### config.mk
export PLATFORM = sky130hd
export DESIGN_NAME = usb_ar_age_tracker
export DESIGN_NICKNAME = d
export VERILOG_FILES = /design/src/rtl/pygmy_cfg.sv /design/src/rtl/usb_age_fifo.sv /design/src/rtl/usb_ar_age_tracker.sv
export SDC_FILE = /design/constraint.sdc
export NUM_CORES = 1
export LEC_CHECK = 0
export CORE_ASPECT_RATIO = 1.25
export CORE_MARGIN = 10
export CORE_UTILIZATION = 49
export DETAILED_ROUTE_END_ITERATION = 6
export GPL_ROUTABILITY_DRIVEN = 0
export PLACE_DENSITY = 0.76
export RECOVER_POWER = 25
export SYNTH_ARGS = -nofsm -noshare
export SYNTH_HDL_FRONTEND = slang
export SYNTH_HIERARCHICAL = 1
export SYNTH_SLANG_ARGS = --single-unit
### constraint.sdc
create_clock -name clk -period 3.7 [get_ports clk]
set_input_delay 0.555 -clock clk [delete_from_list [all_inputs] [get_ports clk]]
set_output_delay 0.555 -clock clk [all_outputs]
set_load 0.01 [all_outputs]
### src/rtl/pygmy_cfg.sv
// Shared configuration for the pygmy CPU/L2 NoC: port IDs and address-field geometry.
package pygmy_cfg;

  localparam int USB_CPU_PORT_ID    = 6;
  localparam int L2_PORT_CNT        = 4;
  localparam int BANK_ID_WIDTH      = $clog2(L2_PORT_CNT);
  localparam int CACHE_OFFSET_WIDTH = 6;
  localparam int PADDR_WIDTH        = 40;

endpackage

### src/rtl/usb_age_fifo.sv
// Circular buffer of bank IDs in USB read issue order; the caller only pushes when
// not full and only pops when not empty.
module usb_age_fifo #(
  parameter int DEPTH = 8,
  parameter int WIDTH = 2
) (
  input  logic             clk,
  input  logic             rst,
  input  logic             push,
  input  logic             pop,
  input  logic [WIDTH-1:0] din,
  output logic [WIDTH-1:0] head,
  output logic             empty,
  output logic             full
);

  localparam int PW = $clog2(DEPTH);
  localparam int CW = PW + 1;
  localparam logic [CW-1:0] FULL_CNT = CW'(DEPTH);

  logic [WIDTH-1:0] mem_q [DEPTH];
  logic [WIDTH-1:0] mem_d [DEPTH];
  logic [PW-1:0]    wptr_q, wptr_d;
  logic [PW-1:0]    rptr_q, rptr_d;
  logic [CW-1:0]    cnt_q, cnt_d;

  always_comb begin
    mem_d = mem_q;
    if (push) mem_d[wptr_q] = din;
    wptr_d = wptr_q + PW'(push);
    rptr_d = rptr_q + PW'(pop);
    cnt_d  = cnt_q + CW'(push) - CW'(pop);
  end

  // Storage is qualified by cnt, so it carries no reset.
  always_ff @(posedge clk) begin
    mem_q <= mem_d;
  end

  always_ff @(posedge clk) begin
    if (rst) begin
      wptr_q <= '0;
      rptr_q <= '0;
      cnt_q  <= '0;
    end else begin
      wptr_q <= wptr_d;
      rptr_q <= rptr_d;
      cnt_q  <= cnt_d;
    end
  end

  assign head  = mem_q[rptr_q];
  assign empty = (cnt_q == '0);
  assign full  = (cnt_q == FULL_CNT);

endmodule

### src/rtl/usb_ar_age_tracker.sv
// Orders outstanding USB reads across L2 banks so the NoC can release only the
// oldest bank's response; keeps per-bank counts and a sticky ordering-error flag.
module usb_ar_age_tracker
  import pygmy_cfg::PADDR_WIDTH, pygmy_cfg::CACHE_OFFSET_WIDTH;
#(
  parameter int L2_PORT_CNT = 4,
  parameter int DEPTH       = 8
) (
  input  logic                   clk,
  input  logic                   rst,
  input  logic                   usb_req_valid,
  input  logic                   usb_req_ready,
  input  logic                   usb_req_is_rd,
  input  logic [PADDR_WIDTH-1:0] usb_req_paddr,
  input  logic                   usb_resp_valid,
  input  logic                   usb_resp_ready,
  input  logic                   usb_resp_is_rd,
  output logic                   alloc_ready,
  output logic [L2_PORT_CNT-1:0] entry_vld_pbank,
  output logic [L2_PORT_CNT-1:0] is_oldest_pbank,
  output logic                   order_err
);

  localparam int BANK_ID_WIDTH = $clog2(L2_PORT_CNT);
  localparam int CW            = $clog2(DEPTH) + 1;

  logic [BANK_ID_WIDTH-1:0] req_bank;
  logic [BANK_ID_WIDTH-1:0] head;
  logic                     empty, full;
  logic                     push_fire, pop_fire, push_ok, pop_ok;
  logic [CW-1:0]            bank_cnt_q [L2_PORT_CNT];
  logic [CW-1:0]            bank_cnt_d [L2_PORT_CNT];
  logic                     order_err_q, order_err_d;
  logic                     unused_paddr;

  assign req_bank     = usb_req_paddr[CACHE_OFFSET_WIDTH +: BANK_ID_WIDTH];
  assign unused_paddr = ^{usb_req_paddr[PADDR_WIDTH-1:CACHE_OFFSET_WIDTH+BANK_ID_WIDTH],
                          usb_req_paddr[CACHE_OFFSET_WIDTH-1:0]};

  usb_age_fifo #(
    .DEPTH (DEPTH),
    .WIDTH (BANK_ID_WIDTH)
  ) u_fifo (
    .clk   (clk),
    .rst   (rst),
    .push  (push_ok),
    .pop   (pop_ok),
    .din   (req_bank),
    .head  (head),
    .empty (empty),
    .full  (full)
  );

  // A push while full or a pop while empty is dropped and flagged; the other
  // half of a same-cycle pair still proceeds.
  always_comb begin
    push_fire   = usb_req_valid & usb_req_ready & usb_req_is_rd;
    pop_fire    = usb_resp_valid & usb_resp_ready & usb_resp_is_rd;
    push_ok     = push_fire & ~full;
    pop_ok      = pop_fire & ~empty;
    order_err_d = order_err_q | (push_fire & full) | (pop_fire & empty);
    for (int b = 0; b < L2_PORT_CNT; b++) begin
      bank_cnt_d[b] = bank_cnt_q[b]
                    + CW'(push_ok && (req_bank == BANK_ID_WIDTH'(b)))
                    - CW'(pop_ok && (head == BANK_ID_WIDTH'(b)));
    end
  end

  always_ff @(posedge clk) begin
    if (rst) begin
      for (int b = 0; b < L2_PORT_CNT; b++) bank_cnt_q[b] <= '0;
      order_err_q <= 1'b0;
    end else begin
      for (int b = 0; b < L2_PORT_CNT; b++) bank_cnt_q[b] <= bank_cnt_d[b];
      order_err_q <= order_err_d;
    end
  end

  always_comb begin
    alloc_ready = ~full;
    order_err   = order_err_q;
    for (int b = 0; b < L2_PORT_CNT; b++) begin
      entry_vld_pbank[b] = (bank_cnt_q[b] != '0);
      is_oldest_pbank[b] = ~empty && (head == BANK_ID_WIDTH'(b));
    end
  end

endmodule

==> summary.md, run 1 <==
| Metric | Value |
|---|---|
| Run status | `complete, no violations` |
| Iter 0 DRT Violations | `61` |
| H-tree Lvls | `2` |
| Area growth, synth to finish | `16.9%` |
| Number of buffers inserted by port buffering | `19` |
| Most common cell after layout, fill and taps aside | `inv_1` |
| Critical Path, Cell by Cell | `mux4_1, mux2_2, nand2b_1, nor2_1, clkdlybuf4s50_1` |
| Leading register cell type out of synthesis | `dfxtp_1` |
| Row Count | `28` |
| Power per cell area | `495 nW/um^2` |
| Hold WS | `0.580 ns` |
| Tcrit/Tclk final | `82.7%` |
| Vias in the first global route | `1633` |
| Critical Path RT | `3.14 ns` |
| Critical Path Source Type | `flop` |
| Slew headroom | `45.6%` |
| Gr ovfl total | `0` |
| ANT cells | `0` |
| Synthesized area | `2340 um^2` |
| Final Hold Viols | `0` |
| Fmax | `327 MHz` |
| Sequential share of the synthesized area | `43.5%` |
| Worst path slowest cell | `mux4_1` |
| Via count | `1537` |
| TNS Setup | `0 ns` |
| Max incr delay on CP | `0.60 ns` |
| Max VDD drop | `321 uV` |
| CTS-repair resized insts | `0` |
| Final Critical Period | `3.06 ns` |
| Setup ws final | `0.641 ns` |
| FFs w/ async S/R, synth | `0%` |
| Routed WL | `3.97 mm` |
| Die height | `97.3 um` |
| Least-Margin Pin Slew | `0.813 ns` |
| Root cell of the clock tree | `clkbuf_8` |
| DR pass1 iterations | `4` |
| Overall Global Routing Usage | `11.1%` |
| Detailed-route wire length per cell | `13.0 um` |
| Global-route wire length before repair | `7.00 mm` |
| Clk pin slew, worst setup/hold paths | `0.09 ns` |
| Clock skew | `0.00886 ns` |
| CTS tree | `yes` |
| Routed Antenna Nets | `0` |
| Dpl ws | `0.837 ns` |
| Fraction of layout cells with a size suffix above 1 | `8.13%` |
| RSZ-0062 raised after global routing | `no` |
| CTS Sinks | `43` |
| Die ar. | `7970 um^2` |
| R2R Path End | `bank_cnt_q[1][2]` |
| Endpoint, Worst Hold | `order_err` |
| Slew Limit Fails | `0` |
| Die width | `81.9 um` |
| R2r startpoint | `u_fifo/rptr_q[1]` |
| Worst skew pair latency | `0.30 ns` |
| MaxCap Viol Count | `0` |
| CP Capture Type | `output pin` |
| Cell Area, Placed | `2610 um^2` |
| R2R cell count | `11` |
| Setup-failing EPs final | `0` |
| CP Class | `flop to output pin` |
| Post-synth EDFFs | `16` |
| Nets | `328` |
| Hold depth | `2` |
| Net Count, Synth | `303` |
| Total CTS buffers | `5` |
| CTS Buffer Depth | `2` |
| Largest net degree at the start of global routing | `24` |
| Drt drc | `0` |
| Pleak | `1.13 nW` |
| Netlist cell types | `29` |
| Design area | `2740 um^2` |
| Routed vias/inst | `5.02` |
| Initial antenna violation count | `0` |
| Core area | `4690 um^2` |
| Syn Inst Count | `220` |
| Hold Crit Start | `order_err` |
| DP Wirelength | `3.08 mm` |
| Worst Hold Class | `flop to flop` |
| Commonest cells after routing, fill and taps aside | `inv_1, ha_1, nor2_1` |
| IO Pins | `58` |
| Post-CTS setup buffers | `0` |
| Crit path launch | `u_fifo/rptr_q[1]` |
| Hold Buf Count CTS | `0` |
| FF+latch count, synth | `43` |
| Starting Density | `49.9%` |
| WP data arrival | `2.50 ns` |
| CP Max Fanout | `5` |
| Synth Warn # | `6` |
| Synth Area per Inst | `10.7 um^2` |
| Worst R2R Setup Slack | `0.83 ns` |
-- critical path, delay by kind of cell, from the launching register on --
family | cells | cell delay, ns
flip-flops | 1 | 0.46
multiplexers | 2 | 0.93
AND/OR/NAND/NOR | 2 | 0.28
buffers and inverters | 1 | 0.55
-- flip-flops by register name, summed over array words and instances, names as in the netlist --
signal         count
u_fifo/rptr_q      3
bank_cnt_q        16
u_fifo/wptr_q      3
order_err          1
u_fifo/cnt_q       4
u_fifo/mem_q      16
-- stage by stage --
stage          std cells  power, W  utilization [%]
6_report             306   0.00136             58.4
5_1_grt              306   0.00145             58.4
2_1_floorplan        220  0.000804                -
3_5_place_dp         298  0.000941             55.5
4_1_cts              306   0.00137             58.4
3_3_place_gp         298  0.000929             55.5
-- Yosys cell counts (3+ instances only) --
cell type / count / area [um^2]
a21oi_1: 11 / 55.1
nand2b_1: 10 / 62.6
xnor2_1: 4 / 35.0
nand3_1: 9 / 45.0
nor3_1: 4 / 20.0
dfxtp_1: 27 / 541
mux4_1: 4 / 105
ha_1: 30 / 375
nor2_1: 28 / 105
xor2_1: 3 / 26.3
inv_1: 35 / 131
nand2_1: 4 / 15.0
a31o_2: 3 / 26.3
nor2b_1: 11 / 68.8
edfxtp_1: 16 / 480
fa_1: 5 / 100
-- metal layers --
metal / global-route usage, % / wire (um)
met5: 0 / 0
met4: 4.46 / 80
met3: 2.96 / 129
met2: 21.3 / 2250
met1: 10.3 / 1510
-- logic make-up (layout without fill, tap and decap cells) --
kind of cell             Yosys count  after routing  share of synthesized area, %
adder cells (fa/ha/maj)           35             35                          20.3
multiplexers                       6              6                          5.44
buffers and inverters             38             64                          6.46
flip-flops                        43             43                          43.5
XOR/XNOR                           7              7                          2.61
AND/OR/NAND/NOR                   74             74                          17.1
AO/OA/AOI/OAI                     17             17                          4.59
-- worst max path at each step --
stage | end | slack [ns] | depth (start not counted)
3_3_place_gp | bank_cnt_q[1][2] | 0.86 | 11
4_1_cts | is_oldest_pbank[1] | 0.61 | 5
6_report | is_oldest_pbank[2] | 0.64 | 5
3_5_place_dp | bank_cnt_q[1][2] | 0.84 | 11
2_1_floorplan | bank_cnt_q[1][2] | 1.07 | 11
5_1_grt | is_oldest_pbank[2] | 0.48 | 5
-- area by class of cell --
| type | instances | area, um^2 |
|---|---|---|
| clock inverters | 3 | 67.6 |
| clock buffers | 5 | 68.8 |
| repair buffers | 21 | 205 |
| multi-input cells | 139 | 1170 |
| flip-flops and latches | 43 | 1020 |
| fillers | 411 | 1950 |
| inverters | 35 | 131 |
| well taps | 60 | 75.1 |
-- power breakdown --
part	total, W	internal (W)	switching, W
Clock	0.000433	0.000269	0.000164
Sequential	0.000547	0.000532	0.0000154
Combinational	0.000377	0.000195	0.000183
Total	0.00136	0.000995	0.000362
No activity file was read; power rests on OpenSTA's default activity.
==> run 2, diff against run 1 <==
==> constraint.sdc (replaced) <==
create_clock -name clk -period 3.1 [get_ports clk]
set_input_delay 0.465 -clock clk [delete_from_list [all_inputs] [get_ports clk]]
set_output_delay 0.465 -clock clk [all_outputs]
set_load 0.01 [all_outputs]
==> summary.md, run 2 (same netlist as run 1, synthesis figures left out) <==
| Metric | Value |
|---|---|
| Run status | `complete, no violations (unchanged)` |
| Area growth, synth to finish | `15.2% (was 16.9%)` |
| Tcrit/Tclk final | `94.1%` |
| Total CTS buffers | `5 (unchanged)` |
| DR pass1 iterations | `4 (unchanged)` |
| Worst path slowest cell | `mux4_1 (unchanged)` |
| Gr ovfl total | `0 (unchanged)` |
| Clock skew | `0.00733 ns (was 0.00886 ns)` |
| Routed vias/inst | `5.08 (was 5.02)` |
| Largest net degree at the start of global routing | `23 (was 24)` |
| Critical Path, Cell by Cell | `mux4_1, mux2_2, nand2b_1, nor2_1, clkdlybuf4s50_1 (unchanged)` |
| CP Class | `flop to output pin (unchanged)` |
| ANT cells | `0 (unchanged)` |
| Commonest cells after routing, fill and taps aside | `inv_1, ha_1, nor2_1 (unchanged)` |
| Final Critical Period | `2.92 ns` |
| Buffer and inverter count on the worst path | `1 (unchanged)` |
| CP Capture Type | `output pin (unchanged)` |
| Routed Antenna Nets | `0 (unchanged)` |
| R2R Path End | `bank_cnt_q[1][2] (unchanged)` |
| Pleak | `1.11 nW (was 1.13 nW)` |
| Worst path top cell family by delay | `multiplexers (unchanged)` |
| Slew Limit Fails | `0 (unchanged)` |
| Busiest grt layer | `met2 (unchanged)` |
| Core area | `4690 um^2 (unchanged)` |
| Hold Buf Count CTS | `0 (unchanged)` |
| Fill cells | `423 (was 411)` |
| IO Pins | `58 (unchanged)` |
| CP Max Fanout | `5 (unchanged)` |
| Clk pin slew, worst setup/hold paths | `0.09 ns (about the same)` |
| Hold depth | `2 (unchanged)` |
| CTS Sinks | `43 (unchanged)` |
| Slew headroom | `48.5% (was 45.6%)` |
| R2R cell count | `11 (unchanged)` |
| CTS-repair resized insts | `0 (unchanged)` |
| Least-Margin Pin Slew | `0.770 ns (was 0.813 ns)` |
| Iter 0 DRT Violations | `47 (was 61)` |
| Via count | `1556 (was 1537)` |
| Die width | `81.9 um (unchanged)` |
| Final Hold Viols | `0 (unchanged)` |
| Die height | `97.3 um (unchanged)` |
| Max VDD drop | `344 uV (was 321 uV)` |
| Met2 usage | `19.2% (was 21.3%)` |
| H-tree Lvls | `2 (unchanged)` |
| DP Wirelength | `3.11 mm (was 3.08 mm)` |
| Overall Global Routing Usage | `10.7% (was 11.1%)` |
| Max incr delay on CP | `0.59 ns (was 0.60 ns)` |
| Design area | `2700 um^2 (was 2740 um^2)` |
| Worst Hold Class | `flop to flop (unchanged)` |
| CTS Buffer Depth | `2 (unchanged)` |
| CTS tree | `yes (unchanged)` |
| WP data arrival | `2.45 ns (was 2.50 ns)` |
| Initial antenna violation count | `0 (unchanged)` |
| Layout Utilization | `57.5% (was 58.4%)` |
| Power per cell area | `548 nW/um^2 (was 495 nW/um^2)` |
| Detailed-route wire length per cell | `12.9 um (was 13.0 um)` |
| Starting Density | `49.9% (unchanged)` |
| Routed WL | `3.96 mm (was 3.97 mm)` |
| R2r startpoint | `u_fifo/rptr_q[1] (unchanged)` |
| Vias in the first global route | `1565 (was 1633)` |
| Cell Area, Placed | `2610 um^2 (unchanged)` |
| Hold Crit Start | `order_err (unchanged)` |
| Worst skew pair latency | `0.30 ns (about the same)` |
| RSZ-0062 raised after global routing | `no (unchanged)` |
| Hold WS | `0.550 ns (was 0.580 ns)` |
| Worst R2R Setup Slack | `0.34 ns (was 0.83 ns)` |
| Number of buffers inserted by port buffering | `19 (unchanged)` |
| Nets | `328 (unchanged)` |
| MaxCap Viol Count | `0 (unchanged)` |
| TNS Setup | `0 ns (unchanged)` |
| Die ar. | `7970 um^2 (unchanged)` |
| Endpoint, Worst Hold | `order_err (unchanged)` |
| Post-CTS setup buffers | `0 (unchanged)` |
| Row Count | `28 (unchanged)` |
| Global-route wire length before repair | `6.73 mm (was 7.00 mm)` |
| Biggest regs | `bank_cnt_q x16, u_fifo/mem_q x16, u_fifo/cnt_q x4 (unchanged)` |
| Fraction of layout cells with a size suffix above 1 | `8.54% (was 8.13%)` |
| Setup-failing EPs final | `0 (unchanged)` |
| Drt drc | `0 (unchanged)` |
| Met1 GRT Util | `11.2% (was 10.3%)` |
| Met3 usage | `2.50% (was 2.96%)` |
| Critical Path RT | `2.63 ns (was 3.14 ns)` |
| Fmax | `343 MHz` |
| Critical Path Source Type | `flop (unchanged)` |
| Most common cell after layout, fill and taps aside | `inv_1 (unchanged)` |
| Root cell of the clock tree | `clkbuf_8 (unchanged)` |
## run 2: cell types whose count changed in the layout (fill, tap and decap cells not counted), sizes merged
cell,change
clkinv,+2
bufinv,-2
## run 2: worst reg2reg max path, cell delays in order, from the launching register on
cell,delay (ns)
dfxtp_2,0.40
mux4_1,0.58
mux2_2,0.32
nand2b_1,0.17
nor2_1,0.10
ha_1,0.23
inv_1,0.06
ha_1,0.16
inv_1,0.05
fa_1,0.37
xor2_1,0.16
nor2_1,0.05
## run 2: power breakdown
part | internal [W] | leakage (nW) | switching [W]
combinational | 0.000234 | 0.700 | 0.000220
clock | 0.000161 | 0.0443 | 0.000211
sequential | 0.000635 | 0.364 | 0.0000182
total | 0.00103 | 1.11 | 0.000449
## run 2: layout make-up
type                       instances  area [um^2]  share of cell area, %
clock buffer                       5         68.8                   2.55
tap                               60         75.1                   2.78
timing repair buffer              21          205                   7.60
clock inverter                     3         25.0                  0.927
sequential                        43         1020                   37.9
multi-input combinational        139         1170                   43.4
inverter                          35          131                   4.87
## run 2: metrics by stage
| step | power, W | worst slack, ns | cells |
|---|---|---|---|
| 2_1_floorplan | 0.000959 | 0.465 | 220 |
| 4_1_cts | 0.00149 | 0.0925 | 306 |
| 6_report | 0.00148 | 0.183 | 306 |
| 3_3_place_gp | 0.00111 | 0.266 | 298 |
| 5_1_grt | 0.00158 | 0.0835 | 306 |
| 3_5_place_dp | 0.00113 | 0.242 | 298 |
## run 2: how the worst max path moves through the flow
stage	startpoint	end	slack [ns]	depth (start not counted)
finish	u_fifo/rptr_q[1]	is_oldest_pbank[2]	0.18	5
global route	u_fifo/rptr_q[1]	is_oldest_pbank[2]	0.08	5
CTS	u_fifo/rptr_q[1]	is_oldest_pbank[0]	0.09	4
detailed placement	u_fifo/rptr_q[1]	bank_cnt_q[1][2]	0.24	11
global placement	u_fifo/rptr_q[1]	bank_cnt_q[1][2]	0.27	11
floorplan	u_fifo/rptr_q[1]	bank_cnt_q[1][2]	0.47	11
## run 2: routing by layer
metal  share of wire (%)  routed length (um)  vias to the layer above
met1                  40                1590                      740
met2                  55                2180                       18
met3                 2.9                 115                        6
met5                   0                   0                        -
met4                 1.9                  77                        0
li1                    -                   -                      792
